==> config.mk <==
export PLATFORM = sky130hd
export DESIGN_NAME = eeprom_burst_ctrl_flat
export DESIGN_NICKNAME = d
export VERILOG_FILES = /design/src/rtl/eeprom_burst_ctrl_if.sv /design/src/rtl/eeprom_burst_ctrl.sv /design/src/flat_wrapper.sv
export SDC_FILE = /design/constraint.sdc
export NUM_CORES = 1
export LEC_CHECK = 0
export ABC_CLOCK_PERIOD_IN_PS = 2600
export CORE_MARGIN = 3
export CORE_UTILIZATION = 52
export DETAILED_ROUTE_END_ITERATION = 6
export PLACE_DENSITY = 0.82
export SLEW_MARGIN = 5
export SYNTH_ARGS = -nofsm -noshare
export SYNTH_HDL_FRONTEND = slang
export SYNTH_SLANG_ARGS = --single-unit
==> constraint.sdc <==
create_clock -name clk -period 2.6 [get_ports clk]
set_input_delay 0.52 -clock clk [delete_from_list [all_inputs] [get_ports clk]]
set_output_delay 0.52 -clock clk [all_outputs]
set_load 0.1 [all_outputs]
==> src/rtl/eeprom_burst_ctrl_if.sv <==
// Bundle of command, data-stream and I2C-master request/ack signals for eeprom_burst_ctrl.
// slave = controller view, master = the surrounding logic (game side plus I2C master).
interface eeprom_burst_ctrl_if #(
   parameter int MAX_LEN = 64
);
   localparam int LEN_W = $clog2(MAX_LEN + 1);

   logic             cmd_valid;
   logic             cmd_ready;
   logic             cmd_write;
   logic [15:0]      cmd_addr;
   logic [LEN_W-1:0] cmd_len;
   logic             wr_valid;
   logic             wr_ready;
   logic [7:0]       wr_data;
   logic             rd_valid;
   logic             rd_ready;
   logic [7:0]       rd_data;
   logic             busy;
   logic             done;
   logic             error;
   logic             m_read_req;
   logic             m_write_req;
   logic             m_read_ack;
   logic             m_write_ack;
   logic [7:0]       m_dev_addr;
   logic [15:0]      m_reg_addr;
   logic [7:0]       m_wdata;
   logic [7:0]       m_rdata;
   logic             m_error;
   logic             m_addr_2byte;

   modport slave (
      input  cmd_valid, cmd_write, cmd_addr, cmd_len, wr_valid, wr_data, rd_ready,
             m_read_ack, m_write_ack, m_rdata, m_error,
      output cmd_ready, wr_ready, rd_valid, rd_data, busy, done, error,
             m_read_req, m_write_req, m_dev_addr, m_reg_addr, m_wdata, m_addr_2byte
   );

   modport master (
      output cmd_valid, cmd_write, cmd_addr, cmd_len, wr_valid, wr_data, rd_ready,
             m_read_ack, m_write_ack, m_rdata, m_error,
      input  cmd_ready, wr_ready, rd_valid, rd_data, busy, done, error,
             m_read_req, m_write_req, m_dev_addr, m_reg_addr, m_wdata, m_addr_2byte
   );
endinterface

==> src/rtl/eeprom_burst_ctrl.sv <==
// Multi-byte EEPROM access controller: expands one burst command into single-byte
// random reads / byte writes on a shared I2C master, with power-up and tWR delays.
module eeprom_burst_ctrl #(
   parameter logic [7:0] DEV_ADDR       = 8'hA0,
   parameter bit         ADDR_2BYTE     = 1'b1,
   parameter int         MEM_BYTES      = 8192,
   parameter int         MAX_LEN        = 64,
   parameter int         POWERUP_CYCLES = 12_500_000,
   parameter int         WRCYC_CYCLES   = 250_000
) (
   input logic               clk,
   input logic               rst_n,
   eeprom_burst_ctrl_if.slave bus
);
   localparam int               LEN_W     = $clog2(MAX_LEN + 1);
   localparam logic [15:0]      ADDR_MASK = 16'(MEM_BYTES - 1);
   localparam logic [31:0]      PU_LAST   = 32'(POWERUP_CYCLES - 1);
   localparam logic [31:0]      WR_LAST   = 32'(WRCYC_CYCLES - 1);
   localparam logic [LEN_W-1:0] LEN_MAX   = LEN_W'(MAX_LEN);
   localparam logic [LEN_W-1:0] LEN_ONE   = LEN_W'(1);

   typedef enum logic [2:0] {
      S_POWERUP, S_IDLE, S_RD_REQ, S_RD_OUT, S_WR_FETCH, S_WR_REQ, S_WR_WAIT, S_DONE
   } state_t;

   state_t           state_reg, state_next;
   logic [31:0]      cnt_reg, cnt_next;
   logic [15:0]      addr_reg, addr_next;
   logic [LEN_W-1:0] rem_reg, rem_next;
   logic [7:0]       rd_data_reg, rd_data_next;
   logic [7:0]       wdata_reg, wdata_next;
   logic             error_reg, error_next;
   logic [15:0]      addr_inc;

   assign addr_inc = (addr_reg + 16'd1) & ADDR_MASK;

   always_ff @(posedge clk or negedge rst_n) begin
      if (!rst_n) begin
         state_reg   <= S_POWERUP;
         cnt_reg     <= '0;
         addr_reg    <= '0;
         rem_reg     <= '0;
         rd_data_reg <= '0;
         wdata_reg   <= '0;
         error_reg   <= 1'b0;
      end else begin
         state_reg   <= state_next;
         cnt_reg     <= cnt_next;
         addr_reg    <= addr_next;
         rem_reg     <= rem_next;
         rd_data_reg <= rd_data_next;
         wdata_reg   <= wdata_next;
         error_reg   <= error_next;
      end
   end

   always_comb begin
      state_next   = state_reg;
      cnt_next     = cnt_reg;
      addr_next    = addr_reg;
      rem_next     = rem_reg;
      rd_data_next = rd_data_reg;
      wdata_next   = wdata_reg;
      error_next   = error_reg;
      case (state_reg)
         S_POWERUP: begin
            if (cnt_reg == PU_LAST) begin
               cnt_next   = '0;
               state_next = S_IDLE;
            end else begin
               cnt_next = cnt_reg + 32'd1;
            end
         end
         S_IDLE: begin
            if (bus.cmd_valid) begin
               addr_next  = bus.cmd_addr & ADDR_MASK;
               rem_next   = bus.cmd_len;
               error_next = 1'b0;
               // Illegal lengths finish immediately without touching the bus.
               if (bus.cmd_len == '0 || bus.cmd_len > LEN_MAX) begin
                  error_next = 1'b1;
                  state_next = S_DONE;
               end else if (bus.cmd_write) begin
                  state_next = S_WR_FETCH;
               end else begin
                  state_next = S_RD_REQ;
               end
            end
         end
         S_RD_REQ: begin
            if (bus.m_read_ack) begin
               rd_data_next = bus.m_rdata;
               if (bus.m_error) begin
                  error_next = 1'b1;
                  state_next = S_DONE;
               end else begin
                  state_next = S_RD_OUT;
               end
            end
         end
         S_RD_OUT: begin
            if (bus.rd_ready) begin
               addr_next  = addr_inc;
               rem_next   = rem_reg - LEN_ONE;
               state_next = (rem_reg == LEN_ONE) ? S_DONE : S_RD_REQ;
            end
         end
         S_WR_FETCH: begin
            if (bus.wr_valid) begin
               wdata_next = bus.wr_data;
               state_next = S_WR_REQ;
            end
         end
         S_WR_REQ: begin
            if (bus.m_write_ack) begin
               if (bus.m_error) begin
                  error_next = 1'b1;
                  state_next = S_DONE;
               end else begin
                  cnt_next   = '0;
                  state_next = S_WR_WAIT;
               end
            end
         end
         S_WR_WAIT: begin
            // The final byte waits too, so done implies the data is committed.
            if (cnt_reg == WR_LAST) begin
               cnt_next   = '0;
               addr_next  = addr_inc;
               rem_next   = rem_reg - LEN_ONE;
               state_next = (rem_reg == LEN_ONE) ? S_DONE : S_WR_FETCH;
            end else begin
               cnt_next = cnt_reg + 32'd1;
            end
         end
         S_DONE: begin
            state_next = S_IDLE;
         end
         default: begin
            state_next = S_POWERUP;
         end
      endcase
   end

   assign bus.cmd_ready    = (state_reg == S_IDLE);
   assign bus.busy         = (state_reg != S_IDLE);
   assign bus.wr_ready     = (state_reg == S_WR_FETCH);
   assign bus.rd_valid     = (state_reg == S_RD_OUT);
   assign bus.rd_data      = rd_data_reg;
   assign bus.done         = (state_reg == S_DONE);
   assign bus.error        = error_reg;
   assign bus.m_read_req   = (state_reg == S_RD_REQ);
   assign bus.m_write_req  = (state_reg == S_WR_REQ);
   assign bus.m_dev_addr   = DEV_ADDR;
   assign bus.m_reg_addr   = addr_reg;
   assign bus.m_wdata      = wdata_reg;
   assign bus.m_addr_2byte = ADDR_2BYTE;
endmodule

==> src/flat_wrapper.sv <==
// flat-port wrapper written by rule: the top's interface ports become plain ports
module eeprom_burst_ctrl_flat 
#(
   parameter logic [7:0] DEV_ADDR       = 8'hA0,
   parameter bit         ADDR_2BYTE     = 1'b1,
   parameter int         MEM_BYTES      = 8192,
   parameter int         MAX_LEN        = 64,
   parameter int         POWERUP_CYCLES = 12_500_000,
   parameter int         WRCYC_CYCLES   = 250_000
)
  (clk, rst_n, bus_cmd_valid, bus_cmd_write, bus_cmd_addr, bus_cmd_len, bus_wr_valid, bus_wr_data, bus_rd_ready, bus_m_read_ack, bus_m_write_ack, bus_m_rdata, bus_m_error, bus_cmd_ready, bus_wr_ready, bus_rd_valid, bus_rd_data, bus_busy, bus_done, bus_error, bus_m_read_req, bus_m_write_req, bus_m_dev_addr, bus_m_reg_addr, bus_m_wdata, bus_m_addr_2byte);
  eeprom_burst_ctrl_if #(.MAX_LEN(MAX_LEN)) bus_i ();
  input logic clk;
  input logic rst_n;
  input wire logic [$bits(bus_i.cmd_valid)-1:0] bus_cmd_valid;
  input wire logic [$bits(bus_i.cmd_write)-1:0] bus_cmd_write;
  input wire logic [$bits(bus_i.cmd_addr)-1:0] bus_cmd_addr;
  input wire logic [$bits(bus_i.cmd_len)-1:0] bus_cmd_len;
  input wire logic [$bits(bus_i.wr_valid)-1:0] bus_wr_valid;
  input wire logic [$bits(bus_i.wr_data)-1:0] bus_wr_data;
  input wire logic [$bits(bus_i.rd_ready)-1:0] bus_rd_ready;
  input wire logic [$bits(bus_i.m_read_ack)-1:0] bus_m_read_ack;
  input wire logic [$bits(bus_i.m_write_ack)-1:0] bus_m_write_ack;
  input wire logic [$bits(bus_i.m_rdata)-1:0] bus_m_rdata;
  input wire logic [$bits(bus_i.m_error)-1:0] bus_m_error;
  output wire logic [$bits(bus_i.cmd_ready)-1:0] bus_cmd_ready;
  output wire logic [$bits(bus_i.wr_ready)-1:0] bus_wr_ready;
  output wire logic [$bits(bus_i.rd_valid)-1:0] bus_rd_valid;
  output wire logic [$bits(bus_i.rd_data)-1:0] bus_rd_data;
  output wire logic [$bits(bus_i.busy)-1:0] bus_busy;
  output wire logic [$bits(bus_i.done)-1:0] bus_done;
  output wire logic [$bits(bus_i.error)-1:0] bus_error;
  output wire logic [$bits(bus_i.m_read_req)-1:0] bus_m_read_req;
  output wire logic [$bits(bus_i.m_write_req)-1:0] bus_m_write_req;
  output wire logic [$bits(bus_i.m_dev_addr)-1:0] bus_m_dev_addr;
  output wire logic [$bits(bus_i.m_reg_addr)-1:0] bus_m_reg_addr;
  output wire logic [$bits(bus_i.m_wdata)-1:0] bus_m_wdata;
  output wire logic [$bits(bus_i.m_addr_2byte)-1:0] bus_m_addr_2byte;
  assign bus_i.cmd_valid = bus_cmd_valid;
  assign bus_i.cmd_write = bus_cmd_write;
  assign bus_i.cmd_addr = bus_cmd_addr;
  assign bus_i.cmd_len = bus_cmd_len;
  assign bus_i.wr_valid = bus_wr_valid;
  assign bus_i.wr_data = bus_wr_data;
  assign bus_i.rd_ready = bus_rd_ready;
  assign bus_i.m_read_ack = bus_m_read_ack;
  assign bus_i.m_write_ack = bus_m_write_ack;
  assign bus_i.m_rdata = bus_m_rdata;
  assign bus_i.m_error = bus_m_error;
  assign bus_cmd_ready = bus_i.cmd_ready;
  assign bus_wr_ready = bus_i.wr_ready;
  assign bus_rd_valid = bus_i.rd_valid;
  assign bus_rd_data = bus_i.rd_data;
  assign bus_busy = bus_i.busy;
  assign bus_done = bus_i.done;
  assign bus_error = bus_i.error;
  assign bus_m_read_req = bus_i.m_read_req;
  assign bus_m_write_req = bus_i.m_write_req;
  assign bus_m_dev_addr = bus_i.m_dev_addr;
  assign bus_m_reg_addr = bus_i.m_reg_addr;
  assign bus_m_wdata = bus_i.m_wdata;
  assign bus_m_addr_2byte = bus_i.m_addr_2byte;
  eeprom_burst_ctrl #(.DEV_ADDR(DEV_ADDR), .ADDR_2BYTE(ADDR_2BYTE), .MEM_BYTES(MEM_BYTES), .MAX_LEN(MAX_LEN), .POWERUP_CYCLES(POWERUP_CYCLES), .WRCYC_CYCLES(WRCYC_CYCLES)) u_core (.clk(clk), .rst_n(rst_n), .bus(bus_i));
endmodule
==> results.toml <==
[status]
status = "finished, final reports clean"

[logic_synthesis]
yosysSeqAreaShare = 0.400
yosys_register_bits = 72
async_flop_share = 1.00
yosys_warnings = 0
synth_edf_count = 0
synthCells = 491
ys_dominant_reg_cell = "dfrtp_1"
netlist_area_um2 = 4500
syn_avg_cell_area_um2 = 9.17
ys_types = 67

[sta]
worst_pin_slew_ps = 541
finClkSkew_ps = 12.8
setup_tns_ps = 0
period_minus_slack_ps = 2280
rsz0062_at_grt = "false"
fin_crit_sh = 0.878
finalSetupViolCount = 0
relSlewSlack = 0.639
slew_viol_final = 0
clock.fmax_mhz = 438
hold_viol = 0

[detailed_routing]
firstDrtPassIters = 5
drc_errors = 0
wl_per_cell_um = 17.7
wl_um = 12200
ant_nets = 0
via_per_inst = 6.09
routed-via-count = 4185
drt_iter0_markers = 259

[global_route]
use_met1 = 0.318
grt_overflow_total = 0
use_met3 = 0.0410
antenna_found_initial = 0
top_usage_layer = "met2"
grt_max_degree = 35
grt_pass1_wl_um = 20100
grt_pass1_vias = 4111
grtUsageMet2 = 0.441
gr-usage-all-layers = 0.251

[cts]
cts_setup_buffers = 0
cts_tree = "done"
clkTransAtPathRegs_ps = 80
cts_sinks = 72
cts_buffers = 9
clock_latency_ps = 360
ctsRootBufferMaster = "clkbuf_8"
htree_levels = 3
clockBufferDepth = 2

[floorplan]
die_area_um2 = 9810
fp.dieW_um = 99.1
io_pins = 97
die_h_um = 99.1
design.core.area_um2 = 8300
initial_core_util = 0.543
rows = 33

[cells_and_area]
nets = 629
antenna_cells = 0
layout-drive-gt1-share = 0.203
nFillCells = 674
area.sequential_um2 = 1800
largest_reg_flops = 32
area_delta_synth_final_pct = 27.5
multiInputGateArea_um2 = 2480

[setup_path]
cp-end-kind = "flop"
crit_fanout = 8
crit_required_ps = 2880
critPathLaunchType = "flop"
path_class = "reg2reg"
arrival_ps = 2560

[power]
p_leak_nw = 2.40
total_power_w = 0.00788
ir_drop_v = 0.000783
power_density_nw_per_um2 = 1370

[place]
gp_congestion = 0.890
dpl.hpwl_um = 8670
io_buffers = 81

[job]
cap_violations = 0

[hold_path]
hp-class = "in2async"
[Yosys cell counts, drive strengths merged (2+ instances only)]
cell type  instances  area (µm²)
mux2i              2        20.0
o31a               3        26.3
a22oi              7        52.6
o2bb2a             3        30.0
nand2             34         128
and3              12        75.1
or3                2        12.5
nand3             26         130
and4               6        52.6
nor4              10        62.6
clkbuf            17        63.8
xnor2             19         166
o211ai             4        30.0
buf               25         159
nand2b             7        51.3
a21oi             18        90.1
nor4b              6        95.1
o221ai             2        17.5
a31oi              6        37.5
and2               3        18.8
nor3              21         105
o22a               5        43.8
a211oi             7        52.6
o22ai              8        50.1
xor2               7        61.3
ha                 4        50.1
inv               13        48.8
o21ai             15        75.1
nor3b              6        50.1
nand4             19         140
nor2              53         199
dfrtp             72        1800
nor2b              3        18.8
conb               2        7.51
o31ai              4        43.8
mux2              20         225
or4                2        15.0
[critical path, stage by stage (launching register included)]
cell,delay (ps)
dfrtp_1,500
nand4_2,250
or4_1,770
nand2b_4,220
or3_1,350
a21oi_1,140
[cell usage in the layout (no fill, tap or decap), drive strengths merged, types with 5 or more instances in the layout]
cell / instances
a211oi: 7
a21oi: 18
a22oi: 7
a31oi: 6
and3: 12
and4: 6
buf: 64
clkbuf: 11
clkdlybuf4s50: 43
conb: 12
dfrtp: 72
inv: 13
mux2: 20
nand2: 34
nand2b: 7
nand3: 26
nand4: 19
nor2: 53
nor3: 21
nor3b: 6
nor4: 10
nor4b: 6
o21ai: 15
o22a: 5
o22ai: 8
xnor2: 19
xor2: 7
[final cells by class]
cell class,instances,area share
Sequential cell,72,0.314
Multi-Input combinational cell,374,0.432
Clock inverter,5,0.0222
Tap cell,105,0.0229
Timing Repair Buffer,107,0.176
Clock buffer,11,0.0246
Inverter,13,0.00850
[final timing paths]
kind                                              startpoint                                end  slack [ps]  cells past startpoint
max                           u_core.cnt_reg[10]$_DFFE_PN0P_     u_core.cnt_reg[31]$_DFFE_PN0P_         320                      5
min in group clk           u_core.bus.m_wdata[7]$_DFFE_PN0P_  u_core.bus.m_wdata[7]$_DFFE_PN0P_         510                      1
min reg2reg                u_core.bus.m_wdata[7]$_DFFE_PN0P_  u_core.bus.m_wdata[7]$_DFFE_PN0P_         510                      1
max reg2reg                   u_core.cnt_reg[10]$_DFFE_PN0P_     u_core.cnt_reg[31]$_DFFE_PN0P_         320                      5
max in group asynchronous                              rst_n  u_core.bus.rd_data[7]$_DFFE_PN0P_        1580                      2
min                                                    rst_n       u_core.bus.error$_DFFE_PN0P_         140                      1
[timing repair]
action                                 in CTS  in global routing
resized for setup                           0                  1
endpoints found under the hold margin       0                  0
hold buffers                                0                  0
setup endpoints to repair                   0                  1
[stage by stage]
step / worst slack (ps) / instance area, µm² / util / hold slack (ps) / cells
after CTS: 217 / 5740 / 0.691 / 140 / 687
after global routing: 138 / 5740 / 0.692 / 169 / 687
final: 318 / 5740 / 0.692 / 140 / 687
after detailed placement: 211 / 5470 / 0.659 / 496 / 671
after global placement: 225 / 5470 / 0.659 / 492 / 671
after floorplan: 111 / 4550 / - / 224 / 501
[power by group]
group | total (W) | internal (W) | switching (W) | leakage [nW]
sequential | 0.00181 | 0.00148 | 0.000330 | 0.882
clock | 0.00120 | 0.000761 | 0.000443 | 0.130
combinational | 0.00486 | 0.00141 | 0.00346 | 1.39
[routing by layer]
metal	up-vias	part of all wire
met5	-	0
li1	1949	-
met1	2080	0.42
met2	147	0.52
met4	0	0.011
met3	9	0.050
[kinds of logic (layout without fill, tap and decap cells)]
| kind of cell | Yosys count | after routing | share of synthesized area |
|---|---|---|---|
| AO/OA/AOI/OAI | 96 | 96 | 0.155 |
| XOR/XNOR | 26 | 26 | 0.0506 |
| adder cells (fa/ha/maj) | 4 | 4 | 0.0111 |
| buffers and inverters | 55 | 136 | 0.0603 |
| flip-flops | 72 | 72 | 0.400 |
| multiplexers | 22 | 22 | 0.0545 |
| other | 2 | 12 | 0.00167 |
| AND/OR/NAND/NOR | 214 | 214 | 0.266 |
No activity file was read; power rests on OpenSTA's default activity.
